<file path="src/rtl/ssd_reader.sv">
// rtl/ssd_reader.sv - recovers hex digits from a multiplexed active-low 7-segment bus
module ssd_reader #(
  parameter int DIGITS = 4,
  parameter int STABLE = 8
) (
  input  logic                  clk,
  input  logic                  rst_n,
  input  logic [6:0]            seg_n,
  input  logic [DIGITS-1:0]     an_n,
  output logic [4*DIGITS-1:0]   value,
  output logic                  valid,
  output logic                  err
);

  typedef enum logic {WAIT, LOCKED} state_t;

  localparam logic [7:0] LAST = 8'(STABLE - 1);

  logic [6:0]          seg_m, s_seg;
  logic [DIGITS-1:0]   an_m, s_an;
  logic [DIGITS+6:0]   prev;
  logic                change;
  logic [7:0]          cnt, cnt_nxt;
  state_t              state, state_nxt;
  logic                capture;
  logic                sel_ok;
  logic [3:0]          nib;
  logic                bad;
  logic [DIGITS-1:0]   seen, errmask;
  logic [4*DIGITS-1:0] slots;

  // Synchronisers idle at all ones so reset looks like a blank, deselected bus.
  always_ff @(posedge clk or negedge rst_n) begin
    if (!rst_n) begin
      seg_m <= '1;
      s_seg <= '1;
      an_m  <= '1;
      s_an  <= '1;
      prev  <= '1;
    end else begin
      seg_m <= seg_n;
      s_seg <= seg_m;
      an_m  <= an_n;
      s_an  <= an_m;
      prev  <= {s_an, s_seg};
    end
  end

  assign change = (prev != {s_an, s_seg});
  assign sel_ok = $onehot(~s_an);

  always_ff @(posedge clk or negedge rst_n) begin
    if (!rst_n) begin
      state <= WAIT;
      cnt   <= '0;
    end else begin
      state <= state_nxt;
      cnt   <= cnt_nxt;
    end
  end

  always_comb begin
    state_nxt = state;
    cnt_nxt   = cnt;
    capture   = 1'b0;
    case (state)
      WAIT: begin
        if (change) begin
          cnt_nxt = '0;
        end else if (cnt == LAST) begin
          state_nxt = LOCKED;
          capture   = 1'b1;
        end else if (cnt != 8'hFF) begin
          cnt_nxt = cnt + 8'd1;
        end
      end
      LOCKED: begin
        if (change) begin
          cnt_nxt   = '0;
          state_nxt = WAIT;
        end
      end
      default: state_nxt = WAIT;
    endcase
  end

  always_comb begin
    nib = 4'h0;
    bad = 1'b0;
    case (s_seg)
      7'h40: nib = 4'h0;
      7'h79: nib = 4'h1;
      7'h24: nib = 4'h2;
      7'h30: nib = 4'h3;
      7'h19: nib = 4'h4;
      7'h12: nib = 4'h5;
      7'h02: nib = 4'h6;
      7'h78: nib = 4'h7;
      7'h00: nib = 4'h8;
      7'h10: nib = 4'h9;
      7'h08: nib = 4'hA;
      7'h03: nib = 4'hB;
      7'h46: nib = 4'hC;
      7'h21: nib = 4'hD;
      7'h06: nib = 4'hE;
      7'h0E: nib = 4'hF;
      7'h7F: nib = 4'h0;
      default: bad = 1'b1;
    endcase
  end

  // Frame is published the cycle after the last slot fills; STABLE>=2 keeps
  // that cycle free of a competing capture.
  always_ff @(posedge clk or negedge rst_n) begin
    if (!rst_n) begin
      value   <= '0;
      valid   <= 1'b0;
      err     <= 1'b0;
      seen    <= '0;
      errmask <= '0;
      slots   <= '0;
    end else begin
      valid <= 1'b0;
      if (&seen) begin
        value   <= slots;
        err     <= |errmask;
        valid   <= 1'b1;
        seen    <= '0;
        errmask <= '0;
      end else if (capture && sel_ok) begin
        for (int i = 0; i < DIGITS; i++) begin
          if (!s_an[i]) begin
            slots[4*i +: 4] <= nib;
            seen[i]         <= 1'b1;
            errmask[i]      <= bad;
          end
        end
      end
    end
  end

endmodule

</file>
<file path="config.mk">
export PLATFORM = sky130hd
export DESIGN_NAME = ssd_reader
export DESIGN_NICKNAME = d
export VERILOG_FILES = /design/src/rtl/ssd_reader.sv
export SDC_FILE = /design/constraint.sdc
export NUM_CORES = 1
export LEC_CHECK = 0
export ABC_CLOCK_PERIOD_IN_PS = 3100
export CAP_MARGIN = 30
export CORE_AREA = 2 2 86 88
export CTS_CLUSTER_SIZE = 12
export DETAILED_ROUTE_END_ITERATION = 7
export DIE_AREA = 0 0 88 90
export PLACE_DENSITY = 0.77
export SETUP_SLACK_MARGIN = 0.4
export SLEW_MARGIN = 20
export SYNTH_ARGS = -nofsm -noshare
export SYNTH_HDL_FRONTEND = slang
export SYNTH_SLANG_ARGS = --single-unit
</file>
<file path="constraint.sdc">
create_clock -name clk -period 3.1 [get_ports clk]
set_input_delay 0.93 -clock clk [delete_from_list [all_inputs] [get_ports clk]]
set_output_delay 0.93 -clock clk [all_outputs]
set_load 0.03 [all_outputs]
</file>
After elaboration in Yosys (flattened, before gate mapping)
Index checks and enable logic that the tools add are counted.
- mux-type cells: 25
- bitwise gates (word level): 7
- reduce and logical (&&, ||, !) cells: 15
- equality and inequality tests: 27
- multipliers: 0
- shifts and indexed selects: 0
- add/subtract/negate cells: 4
- order comparisons: 0
- divide/modulo/power cells: 0
- operators with widths (cell ; number):
    4-bit case mux with 15 select lines ; 1
    7-bit == test, second input constant ; 5
    8-bit 2-to-1 mux ; 4
    7-bit by 5-bit == test with 1-bit output, second input constant ; 3
    7-bit by 6-bit == test with 1-bit output, second input constant ; 3
    17-bit OR reduction ; 1
    4-bit 2-to-1 mux ; 4
    8-bit case mux with 2 select lines ; 1
    3-bit AND reduction ; 5
    7-bit by 2-bit == test with 1-bit output, second input constant ; 2
    7-bit by 4-bit == test with 1-bit output, second input constant ; 2
    1-bit 2-to-1 mux ; 14
    11-bit inequality test ; 1
    8-bit by 1-bit adder with 8-bit output, second input constant ; 1
    8-bit by 3-bit == test with 1-bit output, second input constant ; 1
    2-bit by 1-bit inequality test with 1-bit output, second input constant ; 4
    8-bit inequality test, second input constant ; 1
    2-bit AND reduction ; 4
    7-bit by 3-bit == test with 1-bit output, second input constant ; 1
    7-bit logical NOT ; 1
    3-bit inequality test, second input constant ; 2
    1-bit NOT ; 6
    1-bit by 1-bit adder with 2-bit output ; 2
    4-bit NOT ; 1
    8 further kinds ; 8
- bits in read-only memories: 0
- flip-flop bits (word level): 84
- latch bits: 0
- input port bits: 13
- memory bits (writable): 0
- memories: 0

Logic depth before layout (Yosys ltp)
Gate-level depths: netlist of the first run.
- depth after elaboration: 7
- depth in mapped cells: 10
- mapped depth without buffers: 9

Worst setup path before layout of the first run
No wires, ideal clock.
- path type: reg-to-reg
- start point: reg s_an[1]
- end point: reg slots[0]
- arrival time: 2818 ps
- period minus slack after synthesis: 2942 ps
- path slack: 158 ps
- cell stages (with the launch flop): 11
- library setup time: 125 ps
- path through: dfstp_2 > fa_1 > inv_1 > ha_1 > ha_1 > nor3b_1 > nand4_1 > or4_4 > buf_6 > nor3_4 > mux2_2
- longest elaborated chain between the ends: 6
- RTL lines (element ; line ; source):
    start: declaration ; 20 ; logic [DIGITS-1:0] an_m, s_an;
    start signal: assignment ; 44 ; s_an <= an_m;
    4-bit NOT ; 50 ; assign sel_ok = $onehot(~s_an);
    1-bit by 1-bit adder with 2-bit output (not written as such) ; 50 ;
    2-bit by 2-bit adder with 3-bit output (not written as such) ; 50 ;
    3-bit by 1-bit == test with 1-bit output ; 50 ;
    1-bit logical AND (*) ; 130 ; end else if (capture && sel_ok) begin
    3-bit AND reduction (no line) (*) ; - ;
    end signal: indexed assignment ; 133 ; slots[4*i +: 4] <= nib;
    end: declaration ; 30 ; logic [4*DIGITS-1:0] slots;
Every way passes the cells marked *; elsewhere a longest branch is shown, timed or not.
A chain may end at the register's enable or synchronous reset.

Final worst setup path of the first run
- start point: reg s_an[3]
- end point: reg slots[5]
The elaborated chain is that of the path after synthesis.

==> metrics.txt, run 1 <==
CTS hold repair buffers=0; Total Routed Length=6551 um; Post-Synth Simple-Gate Area=16.51%; critical path peak fanout=5; startpoint types=register; CP delay by family, top=simple AND/OR/NAND/NOR gates; first-pass GRT wire length=11,450 um; via density per instance=5.400; # rows=31; worst-skew pair later-pin latency=360 ps; Distinct cells, synth=51; max incr delay on CP=550 ps; share of cells above drive strength 1=27.54%; Starting DRT DRC Count=180; Final Max Tran Viols=0; mapped cell area=0.003493 mm2; WHS=353.6 ps; CTS Buf Count=9; Syn Nets=308; multiplexer share of the synthesized area=5.731%; most common cell in the netlist=nand2_1; fin crit period=3001 ps; initial antenna violation count=0; Longest Clk Path Bufs=2; Hold Path Class=reg -> reg; Inserted Diodes=0; peak supply drop=0.4191 mV; Inst Count DP=413; H-tree depth=3; gr usage total=18.69%; DR pass1 iterations=4; Wirelength per Cell=15.13 um; Post-synth EDFFs=0; status=finished, final reports clean; IO Pins=31; Non-Filler Instances=433; IO Port Bufs=30; via count=2,338; Yosys reg bits=84; largest net degree at the start of global routing=45; Die X=88 um; Synth top area share=36.53%; layer with the highest usage=met2; clock sink count=84; asr flop ratio synth=100.0%; CTS Root Cell=clkbuf_8; Post-Syn Instances=291; P_leak=1.857 nW; Setup crit end kind=register; total negative slack=0 ps; Tcrit/Tclk final=96.81%; gpl congestion=0.7931; synth top area cells=dfrtp_1 (37%), dfstp_2 (25%), nand2_1 (5.8%); Slew @ Worst Pin=878.1 ps; DP HPWL=4148 um; slowest CP cell=dfstp_2; sequential fraction of the synthesis area=61.35%; crit path kind=reg -> reg; full die area=0.007920 mm2; Synth Area in Compound Gates=8.095%; Slew Limit Headroom=41.20%; final setup vio count=0; fraction of synthesized cell area in xor and xnor cells=4.262%; Post-DRT Antenna Nets=0; RSZ-0062 raised after global routing=yes; Initial Util=49.76%; Main synth FF type=dfrtp_1; dpl ws=82.27 ps; vias in the first global route=2,366; Buffers & Inverters on Critical Path=1; adder-cell share of the synthesized area=1.648%; CP Cell Sequence=fa_1 -> inv_1 -> ha_2 -> ha_4 -> nor3b_2 -> nand4_1 -> or4_4 -> nor3_4 -> mux2_2; clock skew=10.71 ps; M3 GR Usage=3.949%; Max Cap Violations=0; Final Net Count=346; syn avg cell area=12.00 um2; fmax=0.3332 GHz; synth cell count leaders=nand2_1 (54), dfrtp_1 (51), dfstp_2 (33); met1 usage=26.42%; core area=0.007020 mm2; CTS tree=done; Hold Fails Final Rpt=0; Util after Layout=60.92%; CP required=3340 ps; WP data arrival=3240 ps; Pwr Density=512.6 mW/mm2; synth-to-layout area growth=22.42%; main combinational cell family by area after synthesis=simple AND/OR/NAND/NOR gates; Die Span Y=90 um; Final Worst Setup Slack=98.83 ps; Remaining Overflow, GRT=0; top cell type by total area after synthesis=dfrtp_1; filler instances=555; drt drc=0; Synth Warn #=0; CTS clk-pin slew, worst paths=90 ps; met2 Track Usage GR=27.71%
[cells in the final DEF (no fill, tap or decap), types with 3 or more instances in the layout]
master,count
a211oi_1,4
a21oi_1,5
a31oi_1,3
buf_4,8
bufinv_16,3
clkbuf_8,9
clkdlybuf4s50_1,29
dfrtp_1,51
dfstp_2,33
inv_1,6
mux2_2,10
mux2_4,6
nand2_1,54
nand3_1,4
nand4_1,6
nor2_1,11
nor3_1,5
nor3_4,4
o211ai_1,6
o21a_1,4
o31ai_2,3
xnor2_1,14
xor2_1,3
[through the flow]
step / area, um2 / total power [W]
after CTS: 4235 / 0.002206
final: 4277 / 0.002192
after global placement: 3916 / 0.001275
after detailed placement: 3916 / 0.001279
after global routing: 4277 / 0.002268
after floorplan: 3498 / 0.001222
[state kept, by name, summed over array words and instances (netlist names), 4 cells and up]
register  cells
slots        16
value        16
prev         11
cnt           8
s_seg         7
seg_m         7
an_m          4
errmask       4
s_an          4
seen          4
[final cells by class]
cell class	count	area [um2]	share of cell area [%]
clock buffers	10	127.6	2.984
repair buffers	39	381.6	8.923
flip-flops and latches	84	2143	50.12
well taps	99	123.9	2.896
clock inverters	6	111.4	2.604
inverters	6	22.52	0.5266
multi-input cells	189	1366	31.95
[path summary, 6_finish.rpt]
kind | to | cells past startpoint | from | slack [ps]
worst max-delay path | slots[5]$_DFFE_PN0P_ | 9 | s_an[3]$_DFF_PN1_ | 100
worst min-delay path | s_an[3]$_DFF_PN1_ | 0 | an_m[3]$_DFF_PN1_ | 350
worst max register to register | slots[5]$_DFFE_PN0P_ | 9 | s_an[3]$_DFF_PN1_ | 100
worst min register to register | s_an[3]$_DFF_PN1_ | 0 | an_m[3]$_DFF_PN1_ | 350
max in group asynchronous | prev[8]$_DFF_PN1_ | 2 | rst_n | 1880
min in group asynchronous | cnt[3]$_DFFE_PN0P_ | 1 | rst_n | 550
[cell families after synthesis]
logic type,after synthesis
buffers and inverters,19
AOI/OAI and AO/OA,39
and+or+nand+nor,110
adders and majority gates,4
xor gates and xnor gates,17
muxes,18
DFF,84
[what timing repair did]
action                     in CTS  in global routing
setup endpoints to repair      20                 24
resized for setup              11                  9
buffers inserted                2                  1
cloned                          1                  0
pin swaps                       0                  0
[per-layer routing]
layer	routed length [um]	vias to the layer above
li1	-	1095
met1	3025	1173
met2	3179	54
met3	204	16
met4	143	0
met5	0	-
[power by group]
group	switching [W]	internal, W	total (W)	leakage, nW
Sequential	0.0000268	0.00114	0.00116	1.06
Clock	0.000392	0.000537	0.000929	0.119
Combinational	0.0000537	0.0000474	0.000101	0.678
Total	0.000473	0.00172	0.00219	1.86
Note: power is estimated with default switching activity, not from simulation.
==> run 2: changes to the inputs <==
- CORE_AREA: 2 2 86 88 -> 2 2 121 64
- DIE_AREA: 0 0 88 90 -> 0 0 123 66
- PLACE_DENSITY: 0.77 -> 0.76
==> metrics.txt, run 2 (synthesis gave the netlist of run 1 again) <==
status=finished, final reports clean; CP required=3320 ps; via count=2,350; Non-Filler Instances=429; reg-to-reg slack, setup=40 ps; CTS clk-pin slew, worst paths=60 ps; # rows=22; clock sink count=84; Pwr Density=527.0 mW/mm2; IO Pins=31; Inst Count DP=409; IO Port Bufs=30; launch point of the worst path=s_an[1]$_DFF_PN1_; CTS Buf Count=9; core area=0.007102 mm2; CTS tree=done; fin crit period=3056 ps; H-tree depth=3; P_leak=1.873 nW; RSZ-0062 raised after global routing=yes; Starting DRT DRC Count=183; CTS hold repair buffers=0; Wirelength per Cell=16.26 um; Remaining Overflow, GRT=0; commonest non-fill, non-tap cells in the layout=nand2_1 (54), dfrtp_1 (51), dfstp_2 (33); Total Routed Length=6976 um; total negative slack=0 ps; startpoint types=register; worst flop-to-flop path startpoint=s_an[1]$_DFF_PN1_; clock skew=7.684 ps; filler instances=572; largest net degree at the start of global routing=48; most common cell after layout, fill and taps aside=nand2_1; Tcrit/Tclk final=98.60%; gr usage total=19.17%; Slew @ Worst Pin=903.9 ps; Inserted Diodes=0; fmax=0.3272 GHz; vias in the first global route=2,258; Final Max Tran Viols=0; crit path kind=reg -> reg; full die area=0.008118 mm2; WP data arrival=3280 ps; biggest regs=slots (16), value (16), prev (11); Hold Path Stages=0; R2R depth=9; gpl congestion=0.8293; Setup crit end kind=register; final setup vio count=0; critical path peak fanout=5; synth-to-layout area growth=23.42%; CP Cell Sequence=fa_1 -> inv_1 -> ha_2 -> ha_4 -> nor3b_2 -> nand4_1 -> or4_4 -> nor3_4 -> mux2_2; first-pass GRT wire length=11,470 um; multi-input logic area=0.001365 mm2; peak supply drop=0.3317 mV; DR pass1 iterations=4; Hold Path Class=reg -> reg; via density per instance=5.478; max incr delay on CP=560 ps; Longest Clk Path Bufs=2; worst hold start=seg_m[3]$_DFF_PN1_; final instance area=0.004312 mm2; slowest CP cell=dfstp_2; WHS=353.6 ps; WHS Endpoint=s_seg[3]$_DFF_PN1_; Max Cap Violations=0; register area=0.002143 mm2; worst-skew pair later-pin latency=340 ps; total design power=0.002272 W; placed cell area=0.003905 mm2; drt drc=0; Hold Fails Final Rpt=0; Slew Limit Headroom=39.48%; Die Span Y=66 um; endpoint of the worst register-to-register path=slots[9]$_DFFE_PN0P_; Post-DRT Antenna Nets=0; CTS Root Cell=clkbuf_16; Initial Util=49.19%; share of cells above drive strength 1=27.63%; DP HPWL=4549 um; Die X=123 um; initial antenna violation count=0; Final Net Count=345
==> run 2: worst max-delay path by stage <==
| stage | end |
|---|---|
| final | slots[9]$_DFFE_PN0P_ |
| after detailed placement | slots[5]$_DFFE_PN0P_ |
| after global routing | slots[9]$_DFFE_PN0P_ |
| after CTS | slots[5]$_DFFE_PN0P_ |
| after global placement | slots[4]$_DFFE_PN0P_ |
| after floorplan | slots[0]$_DFFE_PN0P_ |
==> run 2: repair_timing <==
item	4_1_cts	5_1_grt
endpoints found under the setup margin	20	22
pin swaps	0	6
gates cloned	0	1
resized for setup	3	17
setup buffers	1	2
==> run 2: stage by stage <==
stage | setup slack [ps] | utilization (%)
after global placement | 135.9 | 54.99
after CTS | 64.67 | 59.34
after floorplan | 170.6 | -
after detailed placement | 3.682 | 54.99
after global routing | -29.13 | 60.71
final | 43.51 | 60.71
==> run 2: power breakdown <==
part / internal, W / switching (W)
logic: 0.0000482 / 0.0000556
clock network: 0.000608 / 0.000395
registers: 0.00114 / 0.0000290
==> run 2: layout make-up <==
type / count / area share (%)
inverters: 6 / 0.5223
flip-flops and latches: 84 / 49.71
clock inverters: 1 / 0.1161
repair buffers: 38 / 8.764
multi-input cells: 189 / 31.66
well taps: 96 / 2.786
clock buffers: 15 / 6.442
==> run 2: worst max-delay path, delay by kind of cell, from the launching register on <==
| family | cells | cell delay [ps] |
|---|---|---|
| mux | 1 | 390 |
| flops | 1 | 560 |
| fa+ha+maj | 3 | 830 |
| buf+inv | 1 | 70 |
| simple gates | 4 | 1100 |
==> run 2: metal layers <==
metal  wire (um)  global-route usage, %
met3         521                  6.293
met1        3342                  26.91
met2        3022                  27.49
met4          89                  7.670
met5           0                      0
==> run 3: changes to the inputs <==
--- a/config.mk
+++ b/config.mk
@@ -14,4 +14,5 @@
 export PLACE_DENSITY = 0.76
 export SETUP_SLACK_MARGIN = 0.4
+export SKIP_LAST_GASP = 1
 export SLEW_MARGIN = 20
 export SYNTH_ARGS = -nofsm -noshare
==> constraint.sdc (replaced) <==
create_clock -name clk -period 3.1 [get_ports clk]
set_input_delay 0.775 -clock clk [delete_from_list [all_inputs] [get_ports clk]]
set_output_delay 0.775 -clock clk [all_outputs]
set_load 0.03 [all_outputs]
==> metrics.txt, run 3 (synthesis gave the netlist of run 1 again) <==
status=finished, final reports clean; first-pass GRT wire length=11,550 um; critical path peak fanout=7; Pwr Density=541.7 mW/mm2; crit path kind=reg -> reg; fin crit period=3037 ps; via density per instance=5.369; Die X=123 um; drt drc=0; Non-Filler Instances=431; core area=0.007102 mm2; Inst Count DP=409; max incr delay on CP=560 ps; CP delay by family, top=simple AND/OR/NAND/NOR gates; Total Routed Length=6736 um; slowest CP cell=or4_4; synth-to-layout area growth=25.47%; largest net degree at the start of global routing=83; fmax=0.3293 GHz; CP Cell Sequence=fa_1 -> inv_1 -> ha_2 -> ha_4 -> nor3b_2 -> nand4_1 -> or4_4 -> nor3_4 -> mux2_2; Slew Limit Headroom=38.31%; Inserted Diodes=0; biggest regs=slots (16), value (16), prev (11); Remaining Overflow, GRT=0; Tcrit/Tclk final=97.97%; Hold Fails Final Rpt=0; commonest non-fill, non-tap cells in the layout=nand2_1 (54), dfrtp_1 (51), dfstp_2 (33); gpl congestion=0.8208; Util after Layout=61.72%; IO Port Bufs=30; filler instances=558; via count=2,314; vias in the first global route=2,275; Longest Clk Path Bufs=2; Starting DRT DRC Count=169; initial antenna violation count=0; most common cell after layout, fill and taps aside=nand2_1; Slew @ Worst Pin=922.4 ps; worst-skew pair later-pin latency=340 ps; CP required=3320 ps; DR pass1 iterations=4; CTS clk-pin slew, worst paths=60 ps; clock skew=6.535 ps; Hold Path Class=reg -> reg; dpl ws=25.97 ps; CTS Buf Count=9; IO Pins=31; gr usage total=19.26%; WP data arrival=3260 ps; share of cells above drive strength 1=28.36%; CTS Root Cell=clkbuf_16; DP HPWL=4343 um; Initial Util=49.19%; RSZ-0062 raised after global routing=yes; full die area=0.008118 mm2; Setup crit end kind=register; Buffers & Inverters on Critical Path=1; clock sink count=84; Max Cap Violations=0; Die Span Y=66 um; Final Max Tran Viols=0; startpoint types=register; P_leak=1.907 nW; Wirelength per Cell=15.63 um; H-tree depth=3; Final Net Count=347; Post-DRT Antenna Nets=0; peak supply drop=0.3410 mV; CTS tree=done; Final Worst Setup Slack=62.84 ps; final setup vio count=0; CTS hold repair buffers=0; # rows=22
[run 3: cell types whose count changed in the layout (fill, tap and decap cells not counted), sizes merged]
| cell | before | now |
|---|---|---|
| clkbuf | 15 | 10 |
| clkinv | 1 | 4 |
| buf | 9 | 11 |
| bufinv | 0 | 2 |
[run 3: power by group]
| group | internal (W) | switching [W] | total [W] | leakage [nW] |
|---|---|---|---|---|
| registers | 0.00114 | 0.0000274 | 0.00116 | 1.06 |
| clock network | 0.000698 | 0.000408 | 0.00111 | 0.154 |
| logic | 0.0000494 | 0.0000545 | 0.000104 | 0.694 |
[run 3: final timing paths]
check	end	slack [ps]	start	cells after the start
min reg2reg	s_seg[4]$_DFF_PN1_	350	seg_m[4]$_DFF_PN1_	0
max reg2reg	slots[14]$_DFFE_PN0P_	60	s_an[1]$_DFF_PN1_	9
max in group asynchronous	prev[7]$_DFF_PN1_	2090	rst_n	2
max	slots[14]$_DFFE_PN0P_	60	s_an[1]$_DFF_PN1_	9
min in group asynchronous	cnt[0]$_DFFE_PN0P_	390	rst_n	1
min	s_seg[4]$_DFF_PN1_	350	seg_m[4]$_DFF_PN1_	0
[run 3: repair_timing]
item	4_1_cts	5_1_grt
buffers inserted	1	3
gates cloned	1	0
hold endpoints to repair	0	0
gates resized for setup	13	14
pin swaps	0	1
endpoints found under the setup margin	20	24
[run 3: worst register-to-register path, stage by stage (launching register included)]
cell	delay (ps)
dfstp_2	550
fa_1	410
inv_1	70
ha_2	180
ha_4	190
nor3b_2	160
nand4_1	130
or4_4	560
nor3_4	290
mux2_2	380
[run 3: per-layer routing]
| layer | track usage [%] | wire length [um] |
|---|---|---|
| met4 | 6.534 | 78 |
| met1 | 28.88 | 3474 |
| met5 | 0 | 0 |
| met3 | 6.207 | 336 |
| met2 | 26.04 | 2847 |
[run 3: metrics by stage]
stage	cell area, um2	hold slack [ps]	total power [W]	TNS, ps
5_1_grt	4383	357.8	0.002471	-713.0
4_1_cts	4283	355.3	0.002395	0
3_5_place_dp	3892	346.8	0.001277	0
6_report	4383	354.1	0.002374	0
3_3_place_gp	3892	345.4	0.001273	0
2_1_floorplan	3498	345.2	0.001222	0
[run 3: final cells by class]
class	count	area, um2	share of cell area, %
Clock inverter	6	78.83	1.798
Inverter	6	22.52	0.5138
Sequential cell	84	2143	48.90
Tap cell	96	120.1	2.741
Timing Repair Buffer	40	396.6	9.049
Clock buffer	10	229.0	5.224
Multi-Input combinational cell	189	1393	31.77
